**src/rtl/traffic_lamp_monitor.sv**
```systemverilog
// Passive observer for the two-direction traffic-light controller: decodes phase, checks
// legality, measures dwell. Optional dwell checks are built with TLM_DWELL_CHECK_EN.
module traffic_lamp_monitor #(
    parameter int DW        = 8,
    parameter int MIN_YLW   = 3,
    parameter int MAX_DWELL = 200
) (
    input  logic          blif_clk_net,
    input  logic          blif_reset_net,
    input  logic          GRN1,
    input  logic          YLW1,
    input  logic          RED1,
    input  logic          GRN2,
    input  logic          YLW2,
    input  logic          RED2,
    input  logic          CLR,
    input  logic          ERR_ACK,
    output logic [2:0]    PHASE,
    output logic          PH_VALID,
    output logic [DW-1:0] DWELL,
    output logic          CYCLE_DONE,
    output logic [7:0]    CYCLE_CNT,
    output logic          ERR_ENC,
    output logic          ERR_CONFLICT,
    output logic          ERR_SEQ,
    output logic          ERR_YLW_SHORT,
    output logic          ERR_STUCK,
    output logic          ERR_ANY
);

    typedef enum logic [2:0] {
        ST_UNSYNC = 3'd0,
        ST_G1R2   = 3'd1,
        ST_Y1R2   = 3'd2,
        ST_R1G2   = 3'd3,
        ST_R1Y2   = 3'd4,
        ST_BAD    = 3'd7
    } phase_t;

    localparam bit CFG_OK = (MAX_DWELL < (2 ** DW)) && (MIN_YLW >= 0);

    if (!CFG_OK) begin : g_cfg_invalid
        $error("traffic_lamp_monitor: MAX_DWELL must be below 2**DW");
    end

    function automatic logic is_legal(input phase_t p);
        return (p == ST_G1R2) || (p == ST_Y1R2) || (p == ST_R1G2) || (p == ST_R1Y2);
    endfunction

    function automatic phase_t succ(input phase_t p);
        case (p)
            ST_G1R2: return ST_Y1R2;
            ST_Y1R2: return ST_R1G2;
            ST_R1G2: return ST_R1Y2;
            default: return ST_G1R2;
        endcase
    endfunction

    function automatic logic [DW-1:0] sat_inc(input logic [DW-1:0] v);
        return (v == '1) ? v : v + 1'b1;
    endfunction

    // ---- input stage ----
    logic [5:0] s_lamp;
    logic       s_clr;

    always_ff @(posedge blif_clk_net or negedge blif_reset_net) begin
        if (!blif_reset_net) begin
            s_lamp <= '0;
            s_clr  <= 1'b0;
        end else begin
            s_lamp <= {GRN1, YLW1, RED1, GRN2, YLW2, RED2};
            s_clr  <= CLR;
        end
    end

    // ---- pattern classification ----
    logic   g1, y1, r1, g2, y2, r2;
    logic   ok1, ok2;
    phase_t pat;
    logic   pat_enc, pat_con;

    assign {g1, y1, r1, g2, y2, r2} = s_lamp;
    assign ok1 = $onehot({g1, y1, r1});
    assign ok2 = $onehot({g2, y2, r2});

    always_comb begin
        pat     = ST_BAD;
        pat_enc = 1'b0;
        pat_con = 1'b0;
        if (!ok1 || !ok2)   pat_enc = 1'b1;
        else if (!r1 && !r2) pat_con = 1'b1;
        else if (r1 && r2)   pat_enc = 1'b1;
        else if (g1)         pat = ST_G1R2;
        else if (y1)         pat = ST_Y1R2;
        else if (g2)         pat = ST_R1G2;
        else                 pat = ST_R1Y2;
    end

    // ---- sequence FSM ----
    phase_t        state, state_nxt;
    logic          enc_p, con_p, seq_p, done_p;
    logic [DW-1:0] dwell_nxt;

    always_ff @(posedge blif_clk_net or negedge blif_reset_net) begin
        if (!blif_reset_net) state <= ST_UNSYNC;
        else                 state <= state_nxt;
    end

    always_comb begin
        state_nxt = state;
        enc_p     = 1'b0;
        con_p     = 1'b0;
        seq_p     = 1'b0;
        done_p    = 1'b0;
        if (s_clr) begin
            state_nxt = ST_UNSYNC;
        end else begin
            state_nxt = pat;
            enc_p     = pat_enc;
            con_p     = pat_con;
            // Only a legal-to-legal jump is a sequence error; UNSYNC/BAD resynchronise.
            if (is_legal(state) && is_legal(pat) && (pat != state) && (pat != succ(state)))
                seq_p = 1'b1;
            if ((state == ST_R1Y2) && (pat == ST_G1R2))
                done_p = 1'b1;
        end
    end

    always_comb begin
        if (state_nxt == ST_UNSYNC)  dwell_nxt = '0;
        else if (state_nxt != state) dwell_nxt = {{(DW-1){1'b0}}, 1'b1};
        else                         dwell_nxt = sat_inc(DWELL);
    end

    // ---- registered outputs and sticky flags ----
    always_ff @(posedge blif_clk_net or negedge blif_reset_net) begin
        if (!blif_reset_net) begin
            DWELL        <= '0;
            CYCLE_DONE   <= 1'b0;
            CYCLE_CNT    <= '0;
            ERR_ENC      <= 1'b0;
            ERR_CONFLICT <= 1'b0;
            ERR_SEQ      <= 1'b0;
        end else begin
            DWELL        <= dwell_nxt;
            CYCLE_DONE   <= done_p;
            if (done_p) CYCLE_CNT <= CYCLE_CNT + 8'd1;
            ERR_ENC      <= enc_p | (ERR_ENC & ~ERR_ACK);
            ERR_CONFLICT <= con_p | (ERR_CONFLICT & ~ERR_ACK);
            ERR_SEQ      <= seq_p | (ERR_SEQ & ~ERR_ACK);
        end
    end

`ifdef TLM_DWELL_CHECK_EN
    logic ylw_p, stuck_p;

    // DWELL still holds the length of the phase being left; CLR exits are exempt.
    assign ylw_p   = !s_clr && ((state == ST_Y1R2) || (state == ST_R1Y2)) &&
                     (state_nxt != state) && (DWELL < DW'(MIN_YLW));
    assign stuck_p = is_legal(state_nxt) && (dwell_nxt == DW'(MAX_DWELL));

    always_ff @(posedge blif_clk_net or negedge blif_reset_net) begin
        if (!blif_reset_net) begin
            ERR_YLW_SHORT <= 1'b0;
            ERR_STUCK     <= 1'b0;
        end else begin
            ERR_YLW_SHORT <= ylw_p | (ERR_YLW_SHORT & ~ERR_ACK);
            ERR_STUCK     <= stuck_p | (ERR_STUCK & ~ERR_ACK);
        end
    end
`else
    assign ERR_YLW_SHORT = 1'b0;
    assign ERR_STUCK     = 1'b0;
`endif

    assign PHASE    = state;
    assign PH_VALID = is_legal(state);
    assign ERR_ANY  = ERR_ENC | ERR_CONFLICT | ERR_SEQ | ERR_YLW_SHORT | ERR_STUCK;

endmodule

```
**config.mk**
```make
export PLATFORM = sky130hd
export DESIGN_NAME = traffic_lamp_monitor
export DESIGN_NICKNAME = d
export VERILOG_FILES = /design/src/rtl/traffic_lamp_monitor.sv
export SDC_FILE = /design/constraint.sdc
export NUM_CORES = 1
export LEC_CHECK = 0
export ABC_AREA = 0
export CORE_MARGIN = 10
export CORE_UTILIZATION = 50
export CTS_CLUSTER_DIAMETER = 60
export CTS_CLUSTER_SIZE = 16
export DETAILED_ROUTE_END_ITERATION = 8
export PLACE_DENSITY = 0.79
export SYNTH_ARGS = -nofsm -noshare
export SYNTH_HDL_FRONTEND = slang
export SYNTH_SLANG_ARGS = --single-unit
```
**constraint.sdc**
```tcl
create_clock -name blif_clk_net -period 3.2 [get_ports blif_clk_net]
set_input_delay 0.64 -clock blif_clk_net [delete_from_list [all_inputs] [get_ports blif_clk_net]]
set_output_delay 0.64 -clock blif_clk_net [all_outputs]
set_load 0.005 [all_outputs]
```
==> impl_metrics.py <==
metrics = {
    "global_routing": {
        "antenna_found_initial": 0,
        "grtUsageTotal_pct": 12.6,
        "grt_max_degree": 31,
        "grt_pass1_wl_um": 6280,
        "first_global_vias": 1345,
        "grt_overflow": 0,
    },
    "synth": {
        "ys_ff_latch": 30,
        "synth-edff-count": 0,
        "ys_warn_count": 0,
        "syn_inst": 159,
        "synth_area_um2": 1660,
        "synth_cell_type_count": 51,
        "synthFlopType": "dfrtp_1",
        "synthArstFlopShare_pct": 100,
        "ys_seq_area_share_pct": 45.3,
        "syn_avg_cell_area_um2": 10.4,
    },
    "cts": {
        "cts-root-buf": "clkbuf_4",
        "cts_buffers": 5,
        "cts_buffer_depth": 2,
        "cts_tree": "yes",
        "cts.sinks": 30,
        "ctsHoldBuffers": 0,
        "postCtsSetupBuffers": 0,
        "clk_latency_ns": 0.32,
        "cts_resized": 0,
        "clk_pin_slew_worst_paths_ns": 0.09,
        "cts_htree_levels": 2,
    },
    "pwr": {
        "leakage_nw": 0.871,
        "power.total_w": 0.000738,
        "power_density_nw_per_um2": 355,
        "ir_drop_mv": 0.258,
    },
    "timing": {
        "period_share_pct": 84.5,
        "fin_ws_ns": 0.496,
        "finalHoldViolations": 0,
        "finalSetupTns_ns": 0,
        "timing.fmax_ghz": 0.370,
        "setup_violations": 0,
        "rsz0062_at_grt": "no",
        "fin_skew_ns": 0.00250,
        "fin_crit_ns": 2.70,
        "slew_violations": 0,
    },
    "drt": {
        "finalWirelength_um": 3680,
        "dr.pass1.iters": 4,
        "viasPerCell": 5.49,
        "vias": 1312,
        "drc": 0,
        "drt_first_iter_violations": 133,
        "ant_nets": 0,
        "wl_per_cell_um": 15.4,
    },
    "layout": {
        "antenna_cells": 0,
        "area_growth_pct": 25.4,
        "layout.nets": 208,
        "final_cell_mix": "34 x clkdlybuf4s50_1, 30 x dfrtp_1, 16 x nor2_1",
        "stdcell_area_um2": 2080,
        "fillers": 260,
        "drive_above_1_share_pct": 11.3,
        "mostFrequentLayoutCell": "clkdlybuf4s50_1",
        "final_util_pct": 67.0,
    },
    "placed_design": {
        "dp_slack_ns": 0.510,
        "postPlaceCellArea_um2": 2020,
        "port-buffer-count": 34,
        "dp.final_hpwl_um": 2810,
        "place.gp.congestion": 0.890,
    },
    "floorplanning": {
        "start_util_pct": 53.4,
        "core_region_area_um2": 3100,
        "die_x_um": 77.6,
        "dieArea_um2": 6020,
        "placement_rows": 20,
        "fp.dieH_um": 77.6,
        "pin_count": 37,
    },
    "run": {
        "max_cap_viol_count": 0,
    },
    "critical_path": {
        "cp_max_fo": 7,
        "cp.required_ns": 3.44,
        "criticalPathCategory": "reg -> reg",
        "startpoint_type": "flop",
        "critPathCaptureType": "flop",
        "cp.arrival_ns": 2.94,
    },
    "worst_hold_path": {
        "hold_path.class": "reg -> reg",
    },
    "status": {
        "status": "complete, no violations",
    },
}
[synthesized netlist by cell type, types with 4 or more instances]
cell     number  area, um^2
inv_1        10        37.5
o21ai_0       5        25.0
dfrtp_1      30         751
xnor2_1       7        61.3
nand2_1      11        41.3
nor3_1        4        20.0
nand3_1       5        25.0
xor2_1        4        35.0
nand4_1       5        31.3
nor2_1       16        60.1
[metal layers]
| layer | track usage, % | up-vias | share of wire, % |
|---|---|---|---|
| met4 | 3.83 | 0 | 1.4 |
| met3 | 6.11 | 7 | 7.2 |
| met2 | 20.5 | 36 | 48 |
| li1 | - | 628 | - |
| met5 | 0 | - | 0 |
| met1 | 14.3 | 641 | 43 |
[worst paths after layout]
| path | start | to | slack, ns | cells after the start |
|---|---|---|---|---|
| setup / recovery | s_lamp[0] | DWELL[3] | 0.50 | 8 |
| hold / removal | CYCLE_CNT[7] | CYCLE_CNT[7] | 0.48 | 1 |
| setup reg to reg | s_lamp[0] | DWELL[3] | 0.50 | 8 |
| hold reg to reg | CYCLE_CNT[7] | CYCLE_CNT[7] | 0.48 | 1 |
| max in group asynchronous | blif_reset_net | DWELL[7] | 2.23 | 2 |
| min in group asynchronous | blif_reset_net | ERR_SEQ | 0.70 | 2 |
[flip-flops by register name, summed over array words and instances (netlist names)]
signal / cells
ERR_ENC: 1
ERR_SEQ: 1
ERR_CONFLICT: 1
s_lamp: 6
s_clr: 1
DWELL: 8
CYCLE_CNT: 8
CYCLE_DONE: 1
PHASE: 3
[report_power, final]
group          leakage (nW)  internal (W)  switching (W)
Clock                0.0353      0.000106       0.000120
Sequential            0.390      0.000390      0.0000241
Combinational         0.446     0.0000541      0.0000436
[worst max-delay path: stages (launching register included)]
cell and delay [ns]:
dfrtp_1 0.49, inv_1 0.11, fa_1 0.49, nand4bb_1 0.36
buf_4 0.26, a2111oi_4 0.26, o21ai_1 0.13, a311o_4 0.37
a211oi_2 0.15
[through the flow]
step	hold slack [ns]	std cells
final	0.484	239
after global routing	0.532	239
after CTS	0.494	239
after detailed placement	0.477	231
after global placement	0.463	231
after floorplan	0.344	160
[area by class of cell]
| class | instances | area (um^2) | area share [%] |
|---|---|---|---|
| inverter | 10 | 37.5 | 1.81 |
| timing repair buffer | 36 | 355 | 17.1 |
| tap | 44 | 55.1 | 2.65 |
| clock buffer | 7 | 55.1 | 2.65 |
| sequential | 30 | 751 | 36.1 |
| multi-input combinational | 111 | 821 | 39.5 |
| clock inverter | 1 | 5.00 | 0.241 |
[cells by family (layout without fill, tap and decap cells)]
kind of cell             after synthesis  after routing  share of synthesized area, %
AND/OR/NAND/NOR                       62             62                          21.5
adder cells (fa/ha/maj)                4              4                          3.92
flip-flops                            30             30                          45.3
multiplexers                           4              4                          2.49
other                                  1              2                         0.226
buffers and inverters                 19             54                          5.43
AO/OA/AOI/OAI                         27             27                          13.7
XOR/XNOR                              12             12                          7.47
(Power assumes the default switching activity.)
